### src/rtl/ps2_host_tx_pkg.sv
// Shared definitions for the PS/2 host-to-device transmitter: states, frame payload, defaults.
package ps2_host_tx_pkg;

    localparam int unsigned PS2_FRAME_EDGES     = 11;
    localparam int unsigned PS2_EDGE_W          = 4;
    localparam int unsigned PS2_INHIBIT_DEFAULT = 2500;
    localparam int unsigned PS2_TIMEOUT_DEFAULT = 375000;

    typedef enum logic [2:0] {
        ST_IDLE      = 3'd0,
        ST_INHIBIT   = 3'd1,
        ST_RTS       = 3'd2,
        ST_XFER      = 3'd3,
        ST_WAIT_IDLE = 3'd4
    } ps2_state_e;

    typedef struct packed {
        logic       parity;
        logic [7:0] data;
    } ps2_frame_t;

    function automatic logic odd_parity(input logic [7:0] d);
        return ~^d;
    endfunction

endpackage

### src/rtl/ps2_host_tx_line_sync.sv
// Two-flop synchronizers for the PS/2 clock and data pins plus a clock falling-edge strobe.
module ps2_host_tx_line_sync (
    input  logic clk_i,
    input  logic rst_ni,
    input  logic ps2_clk_i,
    input  logic ps2_dat_i,
    output logic clk_sync_o,
    output logic dat_sync_o,
    output logic clk_fall_c
);

    logic clk_meta_q, clk_sync_q, clk_prev_q;
    logic dat_meta_q, dat_sync_q;

    // Reset to the idle-high line level so no spurious edge follows reset.
    always_ff @(posedge clk_i or negedge rst_ni) begin
        if (!rst_ni) begin
            clk_meta_q <= 1'b1;
            clk_sync_q <= 1'b1;
            clk_prev_q <= 1'b1;
            dat_meta_q <= 1'b1;
            dat_sync_q <= 1'b1;
        end else begin
            clk_meta_q <= ps2_clk_i;
            clk_sync_q <= clk_meta_q;
            clk_prev_q <= clk_sync_q;
            dat_meta_q <= ps2_dat_i;
            dat_sync_q <= dat_meta_q;
        end
    end

    assign clk_sync_o = clk_sync_q;
    assign dat_sync_o = dat_sync_q;
    assign clk_fall_c = clk_prev_q & ~clk_sync_q;

endmodule

### src/rtl/ps2_host_tx.sv
// PS/2 host-to-device transmitter: inhibit, request-to-send, 11-edge frame with ACK check and timeout.
module ps2_host_tx
    import ps2_host_tx_pkg::*;
#(
    parameter int unsigned INHIBIT_CYCLES = PS2_INHIBIT_DEFAULT,
    parameter int unsigned TIMEOUT_CYCLES = PS2_TIMEOUT_DEFAULT
) (
    input  logic       clk25,
    input  logic       rst_n,
    input  logic [7:0] tx_data,
    input  logic       tx_valid,
    output logic       tx_ready,
    input  logic       ps2_clk_in,
    input  logic       ps2_dat_in,
    output logic       ps2_clk_oe,
    output logic       ps2_dat_oe,
    output logic       busy,
    output logic       done,
    output logic       error
);

    localparam int unsigned IW = $clog2(INHIBIT_CYCLES + 1);
    localparam int unsigned TW = $clog2(TIMEOUT_CYCLES + 1);

    ps2_state_e              state_q, state_d;
    ps2_frame_t              frame_q, frame_d;
    logic [IW-1:0]           inh_q, inh_d;
    logic [TW-1:0]           tmo_q, tmo_d;
    logic [PS2_EDGE_W-1:0]   edge_q, edge_d;
    logic clk_oe_q, clk_oe_d, dat_oe_q, dat_oe_d;
    logic busy_q, busy_d, ready_q, ready_d, done_q, done_d, err_q, err_d;
    logic clk_sync, dat_sync, clk_fall_c;
    logic accept_c, tmo_hit_c, nack_c;

    ps2_host_tx_line_sync u_sync (
        .clk_i      (clk25),
        .rst_ni     (rst_n),
        .ps2_clk_i  (ps2_clk_in),
        .ps2_dat_i  (ps2_dat_in),
        .clk_sync_o (clk_sync),
        .dat_sync_o (dat_sync),
        .clk_fall_c (clk_fall_c)
    );

    assign accept_c = tx_valid & ready_q;

    // State, datapath and registered outputs; reset releases both lines asynchronously.
    always_ff @(posedge clk25 or negedge rst_n) begin
        if (!rst_n) begin
            state_q  <= ST_IDLE;
            frame_q  <= '0;
            inh_q    <= '0;
            tmo_q    <= '0;
            edge_q   <= '0;
            clk_oe_q <= 1'b0;
            dat_oe_q <= 1'b0;
            busy_q   <= 1'b0;
            ready_q  <= 1'b1;
            done_q   <= 1'b0;
            err_q    <= 1'b0;
        end else begin
            state_q  <= state_d;
            frame_q  <= frame_d;
            inh_q    <= inh_d;
            tmo_q    <= tmo_d;
            edge_q   <= edge_d;
            clk_oe_q <= clk_oe_d;
            dat_oe_q <= dat_oe_d;
            busy_q   <= busy_d;
            ready_q  <= ready_d;
            done_q   <= done_d;
            err_q    <= err_d;
        end
    end

    // Next-state logic; timeout expiry takes priority over a same-cycle clock edge.
    always_comb begin
        state_d   = state_q;
        frame_d   = frame_q;
        inh_d     = inh_q;
        tmo_d     = tmo_q;
        edge_d    = edge_q;
        tmo_hit_c = 1'b0;
        nack_c    = 1'b0;
        unique case (state_q)
            ST_IDLE: begin
                if (accept_c) begin
                    frame_d.data   = tx_data;
                    frame_d.parity = odd_parity(tx_data);
                    inh_d          = '0;
                    tmo_d          = '0;
                    edge_d         = '0;
                    state_d        = ST_INHIBIT;
                end
            end
            ST_INHIBIT: begin
                if (inh_q == IW'(INHIBIT_CYCLES - 1)) state_d = ST_RTS;
                else                                  inh_d   = inh_q + 1'b1;
            end
            ST_RTS: state_d = ST_XFER;
            ST_XFER: begin
                tmo_d = tmo_q + 1'b1;
                if (tmo_q == TW'(TIMEOUT_CYCLES - 1)) begin
                    tmo_hit_c = 1'b1;
                    state_d   = ST_IDLE;
                end else if (clk_fall_c) begin
                    tmo_d  = '0;
                    edge_d = edge_q + 1'b1;
                    if (edge_q == PS2_EDGE_W'(PS2_FRAME_EDGES - 1)) begin
                        nack_c  = dat_sync;
                        state_d = dat_sync ? ST_IDLE : ST_WAIT_IDLE;
                    end
                end
            end
            ST_WAIT_IDLE: begin
                tmo_d = tmo_q + 1'b1;
                if (tmo_q == TW'(TIMEOUT_CYCLES - 1)) begin
                    tmo_hit_c = 1'b1;
                    state_d   = ST_IDLE;
                end else if (clk_sync && dat_sync) begin
                    state_d = ST_IDLE;
                end
            end
            default: state_d = ST_IDLE;
        endcase
    end

    // Output values for the coming cycle, derived from the next state and bit index.
    always_comb begin
        clk_oe_d = 1'b0;
        dat_oe_d = 1'b0;
        ready_d  = (state_d == ST_IDLE);
        busy_d   = (state_d != ST_IDLE);
        done_d   = (state_q == ST_WAIT_IDLE) && (state_d == ST_IDLE) && !tmo_hit_c;
        err_d    = tmo_hit_c | nack_c;
        unique case (state_d)
            ST_INHIBIT: clk_oe_d = 1'b1;
            ST_RTS: begin
                clk_oe_d = 1'b1;
                dat_oe_d = 1'b1;
            end
            ST_XFER: begin
                if (edge_d == '0)          dat_oe_d = 1'b1;
                else if (edge_d <= 4'd8)   dat_oe_d = ~frame_q.data[3'(edge_d - 4'd1)];
                else if (edge_d == 4'd9)   dat_oe_d = ~frame_q.parity;
            end
            default: ;
        endcase
    end

    assign ps2_clk_oe = clk_oe_q;
    assign ps2_dat_oe = dat_oe_q;
    assign busy       = busy_q;
    assign tx_ready   = ready_q;
    assign done       = done_q;
    assign error      = err_q;

endmodule

### config.mk
export PLATFORM = sky130hd
export DESIGN_NAME = ps2_host_tx
export DESIGN_NICKNAME = d
export VERILOG_FILES = /design/src/rtl/ps2_host_tx_pkg.sv /design/src/rtl/ps2_host_tx_line_sync.sv /design/src/rtl/ps2_host_tx.sv
export SDC_FILE = /design/constraint.sdc
export NUM_CORES = 1
export LEC_CHECK = 0
export CORE_MARGIN = 5
export CORE_UTILIZATION = 63
export CTS_BUF_LIST = sky130_fd_sc_hd__clkbuf_8 sky130_fd_sc_hd__clkbuf_16
export DETAILED_ROUTE_END_ITERATION = 8
export PLACE_DENSITY_LB_ADDON = 0.3
export SETUP_SLACK_MARGIN = 0.1
export SLEW_MARGIN = 20
export SYNTH_ARGS = -nofsm -noshare
export SYNTH_HDL_FRONTEND = slang
export SYNTH_SLANG_ARGS = --single-unit
### constraint.sdc
create_clock -name clk25 -period 5.7 [get_ports clk25]
set_input_delay 1.14 -clock clk25 [delete_from_list [all_inputs] [get_ports clk25]]
set_output_delay 1.14 -clock clk25 [all_outputs]
set_load 0.005 [all_outputs]
Word level (Yosys, flattened, before mapping)
Index checks and enable logic that the tools add are counted.
{"block": "word_totals", "register_bits": 58, "input_bits": 13, "output_inout_bits": 6, "wordCells": 91}
{"block": "op_classes", "n_addsub": 4, "n_lt_le_gt_ge": 2, "n_eq_ne": 13, "n_mux": 33, "bitwise_logic": 6, "n_reduce_logical": 16}
{"operator": "$mux W19", "count": 3}
{"operator": "$pmux W19 S3", "count": 1}
{"operator": "$mux W12", "count": 2}
{"operator": "$mux W3", "count": 8}
{"operator": "$pmux W12 S2", "count": 1}
{"operator": "$add A19 B1 Y19 const B", "count": 1}
{"operator": "$eq A19 B19 Y1 const B", "count": 1}
{"operator": "$pmux W3 S5", "count": 1}
{"operator": "$add A12 B1 Y12 const B", "count": 1}
{"operator": "$eq A12 B12 Y1 const B", "count": 1}
{"operator": "$eq A3 B2 Y1 const B", "count": 4}
{"operator": "$mux W4", "count": 3}
{"operator": "$mux W1", "count": 11}
{"operator": "$eq A4 B4 Y1 const B", "count": 2}
{"operator": "$pmux W4 S2", "count": 1}
{"operator": "$reduce_xnor A8 Y1", "count": 1}
{"operator": "$eq A3 B1 Y1 const B", "count": 2}
{"operator": "$logic_not A3 Y1", "count": 2}
{"operator": "$reduce_bool A3 Y1", "count": 2}
{"operator": "$add A4 B1 Y4 const B", "count": 1}
{"operator": "$le A4 B4 Y1 const B", "count": 1}
{"operator": "$logic_not A4 Y1", "count": 1}
{"operator": "$lt A3 B4 Y1 const B", "count": 1}
{"operator": "$ne A2 B2 Y1 const B", "count": 2}
{"operator": "13 further kinds", "count": 20}

Longest topological paths before layout
{"block": "depth", "ltp_word": 12, "depth_mapped": 12, "mapped_depth_nobuf": 11}

Cells and area by module
Synthesis repeated with hierarchy kept, for this count alone.
{"block": "hier_totals", "hier_cells": 290, "area_unflattened_um2": 2996.6}
{"mod": "ps2_host_tx", "instances": 1, "cells_per_inst": 284, "area_per_inst_um2": 2851.5, "seq_area_each_um2": 1327.5}
{"mod": "ps2_host_tx_line_sync", "instances": 1, "cells_per_inst": 6, "area_per_inst_um2": 145.1, "seq_area_each_um2": 131.4}

Least setup slack after synthesis
OpenSTA, ideal clock, no wires.
{"block": "synth_path", "kind": "in2reg", "startpoint": "in tx_valid", "endpoint": "reg dat_oe_q, in the netlist ps2_dat_oe", "setup_ps": 133, "t_arrival_ps": 2968, "t_required_ps": 5567, "path_slack_ps": 2598, "cell_stages": 9, "n_path_buf": 1, "path_cell_list": "nand2_1 > or4_1 > clkbuf_1 > nand3_1 > o21a_1 > ha_1 > mux4_2 > o41ai_1 > a31oi_1"}
{"block": "synth_via", "elab_chain_cells": 10, "word_cells_on_any_way": 18, "cone_classes": "add/sub: 1; order compare: 1; eq/ne: 3; mux: 10; bitwise: 2; reduce/logical: 1"}
{"element": "from (decl)", "line_no": "ps2_host_tx.sv:11", "source": "input logic tx_valid,"}
{"element": "$and A1 B1 Y1 (*)", "line_no": "ps2_host_tx.sv:45", "source": "assign accept_c = tx_valid & ready_q;"}
{"element": "$mux W4", "line_no": "ps2_host_tx.sv:87", "source": "if (accept_c) begin"}
{"element": "$pmux W4 S2", "line_no": "ps2_host_tx.sv:85", "source": "unique case (state_q)"}
{"element": "$sub A3 B1 Y3", "line_no": "ps2_host_tx.sv:144", "source": "else if (edge_d <= 4'd8) dat_oe_d = ~frame_q.data[3'(edge_d - 4'd1)];"}
{"element": "$bmux W1 S3", "line_no": "ps2_host_tx.sv:144"}
{"element": "$mux W1 (not written as such)", "line_no": "ps2_host_tx.sv:144"}
{"element": "$not A1 Y1", "line_no": "ps2_host_tx.sv:144"}
{"element": "$mux W1", "line_no": "ps2_host_tx.sv:144"}
{"element": "$mux W1", "line_no": "ps2_host_tx.sv:143", "source": "if (edge_d == '0) dat_oe_d = 1'b1;"}
{"element": "$pmux W1 S2 (*)", "line_no": "ps2_host_tx.sv:136", "source": "unique case (state_d)"}
{"element": "named net dat_oe_d", "line_no": "ps2_host_tx.sv:30", "source": "logic clk_oe_q, clk_oe_d, dat_oe_q, dat_oe_d;"}
{"element": "to (signal assigned)", "line_no": "ps2_host_tx.sv:68", "source": "dat_oe_q <= dat_oe_d;"}
{"element": "to (decl)", "line_no": "ps2_host_tx.sv:30"}
The timed path passes the listed nets; every way through them passes the cells marked *. The select of a mux whose other input is x is not followed.
A chain may end at the register's enable or synchronous reset.

Worst setup path after layout
{"block": "layout_path", "startpoint": "in tx_valid", "endpoint": "reg dat_oe_q, in the netlist ps2_dat_oe"}
{"block": "layout_via", "elab_chain_cells": 10, "word_cells_on_any_way": 18, "cone_classes": "add/sub: 1; order compare: 1; eq/ne: 3; mux: 10; bitwise: 2; reduce/logical: 1"}
{"element": "$and A1 B1 Y1 (*)", "line_no": "ps2_host_tx.sv:45"}
{"element": "$mux W4 (*)", "line_no": "ps2_host_tx.sv:87"}
{"element": "$pmux W4 S2 (*)", "line_no": "ps2_host_tx.sv:85"}
{"element": "named net edge_d[0]", "line_no": "ps2_host_tx.sv:29", "source": "logic [PS2_EDGE_W-1:0] edge_q, edge_d;"}
{"element": "$sub A3 B1 Y3", "line_no": "ps2_host_tx.sv:144"}
{"element": "$bmux W1 S3", "line_no": "ps2_host_tx.sv:144"}
{"element": "$mux W1 (not written as such)", "line_no": "ps2_host_tx.sv:144"}
{"element": "$not A1 Y1", "line_no": "ps2_host_tx.sv:144"}
{"element": "$mux W1", "line_no": "ps2_host_tx.sv:144"}
{"element": "$mux W1 (*)", "line_no": "ps2_host_tx.sv:143"}
{"element": "$pmux W1 S2 (*)", "line_no": "ps2_host_tx.sv:136"}
{"element": "named net dat_oe_d", "line_no": "ps2_host_tx.sv:30"}
Marks and branches as above.

==> flow_summary_export.csv <==
group,metric,value,unit
sta,tns,0,ps
worst_setup_path,regToRegStartpoint,"tmo_q[0]",
floorplanning,fp.coreArea,4384,sq um
layout,design_area,3372,sq um
sta,rsz0062_at_grt,"no",
cts,cts_setup_buffers,0,
cts,cts-root-buf,"clkbuf_8",
route,ant_nets,0,
cts,path_clk_slew,60,ps
cts,htree_levels,3,
sta,worst_pin_slew,689.8,ps
layout,seq_area,1459,sq um
flow_run,cap_violations,0,
yosys,yosysSeqAreaShare,50.94,%
floorplanning,rows,24,
sta,finalCritPeriodShare,61.20,%
layout,drive_above_1_share,9.668,%
grt,overflow,0,
floorplanning,start_util,65.33,%
floorplanning,die-height,77.43,um
hold_path,hold_path_class,"reg2reg",
yosys,synth_edf_count,0,
yosys,ys_ff_latch,58,
sta,slew_violations,0,
route,drt-initial-drc-count,88,
grt,grt_usage,20.64,%
worst_setup_path,critPathCapture,"ps2_dat_oe",
cts,numCtsBuffers,9,
worst_setup_path,end_kind,"flop",
floorplanning,io_pins,19,
yosys,syn-num-nets,322,
worst_setup_path,cp_slowest_cell,"or4_1",
worst_setup_path,cp-startpoint,"tx_valid",
sta,clock_skew,6.320,ps
grt,grt_pass1_wl,9701,um
sta,slew_headroom,53.66,%
route,drc,0,
yosys,ys_types,42,
power,peakVddDrop,281.3,uV
route,routedWlPerCell,14.94,um
layout,area_growth_syn_to_layout,17.74,%
floorplanning,die_area,5995,sq um
placement,place_area,3087,sq um
cts,cts_tree,"yes",
worst_setup_path,crit_top_cell,"nand2_1",
grt,first_global_vias,2147,
worst_setup_path,r2r_cells,9,
route,vias_per_cell,5.742,
worst_setup_path,crit_type,"in2reg",
yosys,syn_inst,303,
worst_setup_path,critPathMaxStageDelay,590,ps
cts,cts-resized-gates,0,
grt,grt_max_degree,59,
worst_setup_path,startpoint_type,"input pin",
placement,post-dp-hpwl,3926,um
worst_setup_path,arrival,3700,ps
placement,io_buffers,18,
power,leakagePower,1.514,nW
grt,antenna_found_initial,0,
sta,fmax,0.2866,GHz
yosys,synth_top_flop_cell,"dfrtp_1",
layout,fillers,292,
run_status,run_status,"finished, final reports clean",
yosys,ys_async_sr_fraction,100.0,%
placement,gp_congestion,0.8725,
layout,multi_input_area,1305,sq um
sta,setup_violations,0,
route,vias,2199,
power,p_per_area,288.0,nW/um^2
worst_setup_path,cp_max_fo,11,
worst_setup_path,required,5910,ps
cts,clock_path_buffers,2,
yosys,syn_area_per_cell,9.452,sq um
cts,clock_latency,340,ps
yosys,ys_warn_count,0,
floorplanning,die_w,77.43,um
route,drtPass1Iterations,6,
cts,ctsHoldBuffers,0,
route,totalWireLength,5723,um
layout,fin_nets,345,
worst_setup_path,cp_cell_sequence,"clkdlybuf4s50_1 -> nand2_1 -> or4_1 -> nand2_1 -> mux2i_2 -> ha_1 -> mux4_2 -> o41ai_1 -> a31oi_1",
worst_setup_path,r2r_slack,2580,ps
worst_setup_path,reg2reg_to,"ps2_dat_oe",
sta,fin_crit,3489,ps
layout,n_antenna_cell,0,
yosys,syn_area,2864,sq um
cts,cts.sink_count,58,
sta,hold_viol_final,0,
-- area by class of cell --
class	count	area share, %
sequential	58	43.27
clock inverter	4	3.562
tap	52	1.930
multi-input combinational	219	38.70
inverter	18	2.004
clock buffer	12	4.898
timing repair buffer	20	5.640
-- flip-flops by register name, summed over array words and instances, names as in the netlist --
register / cells
u_sync.dat_meta_q: 1
inh_q: 12
state_q: 3
u_sync.clk_prev_q: 1
tmo_q: 19
ps2_clk_oe: 1
tx_ready: 1
u_sync.clk_meta_q: 1
busy: 1
ps2_dat_oe: 1
frame_q: 9
error: 1
u_sync.clk_sync_o: 1
u_sync.dat_sync_o: 1
edge_q: 4
done: 1
-- power by group --
part,leakage (nW),internal [mW],switching (mW)
sequential,0.718,0.415,0.000823
clock,0.143,0.371,0.159
combinational,0.654,0.0128,0.0134
-- cells in the final DEF, fill, tap and decap left out, types with 3 or more instances in the layout --
master and n:
and3_1 5, bufinv_16 4, nor2_1 34, xnor2_1 11, dfrtp_1 52, dfstp_2 6
a21oi_1 15, clkbuf_8 12, inv_1 18, or3_1 7, xor2_1 17, nand2b_1 3
nand2_1 43, nand4_1 8, clkdlybuf4s50_1 17, ha_1 6, and2_1 3, nand3_1 12
nor3_1 8, o21ai_0 15
-- kinds of logic after synthesis --
family / Yosys count / synth area share (%)
AND/OR/NAND/NOR: 139 / 23.63
flip-flops: 58 / 50.94
AO/OA/AOI/OAI: 43 / 8.868
XOR/XNOR: 28 / 8.563
buffers and inverters: 26 / 3.713
adder cells (fa/ha/maj): 6 / 2.621
multiplexers: 3 / 1.660
-- worst max-delay path: cells and delay by family --
family	cells	cell delay (ps)
AND/OR/NAND/NOR	3	830
multiplexers	2	440
buffers and inverters	1	490
adder cells (fa/ha/maj)	1	390
AO/OA/AOI/OAI	2	410
-- how the worst min path moves through the flow --
stage	start	end	slack, ps	depth (start not counted)
2_1_floorplan	u_sync.clk_meta_q	u_sync.clk_sync_o	350	0
3_3_place_gp	u_sync.dat_meta_q	u_sync.dat_sync_o	350	0
3_5_place_dp	u_sync.dat_meta_q	u_sync.dat_sync_o	350	0
4_1_cts	u_sync.dat_meta_q	u_sync.dat_sync_o	360	0
5_1_grt	u_sync.dat_meta_q	u_sync.dat_sync_o	360	0
6_report	u_sync.dat_meta_q	u_sync.dat_sync_o	360	0
-- metrics by stage --
| stage | worst slack (ps) | hold WS [ps] | instances | power, mW | util (%) |
|---|---|---|---|---|---|
| 2_1_floorplan | 2598 | 345.2 | 303 | 0.4314 | - |
| 3_3_place_gp | 1927 | 346.6 | 367 | 0.4501 | 70.41 |
| 3_5_place_dp | 1865 | 347.0 | 367 | 0.4500 | 70.41 |
| 4_1_cts | 2223 | 358.3 | 383 | 0.9792 | 76.91 |
| 5_1_grt | 2092 | 363.5 | 383 | 1.006 | 76.91 |
| 6_report | 2211 | 356.9 | 383 | 0.9711 | 76.91 |
-- cells in the mapped netlist, types with 3 or more instances --
library cell / count / area share, %
a21oi_1: 15 / 2.6
and2_1: 3 / 0.66
and3_1: 5 / 1.1
clkbuf_1: 6 / 0.79
dfrtp_1: 52 / 45
dfstp_2: 6 / 5.5
ha_1: 6 / 2.6
inv_1: 18 / 2.4
nand2_1: 43 / 5.6
nand2b_1: 3 / 0.66
nand3_1: 12 / 2.1
nand4_1: 8 / 1.7
nor2_1: 34 / 4.5
nor3_1: 8 / 1.4
nor4_1: 3 / 0.66
o21ai_0: 15 / 2.6
or3_1: 7 / 1.5
xnor2_1: 11 / 3.4
xor2_1: 17 / 5.2
-- routing by layer --
metal / routed length [um] / GRT usage, %
met3: 204 / 4.745
met4: 243 / 14.26
met2: 2912 / 34.43
met5: 0 / 0
met1: 2362 / 23.35
Power figures use the tool's default switching activity.
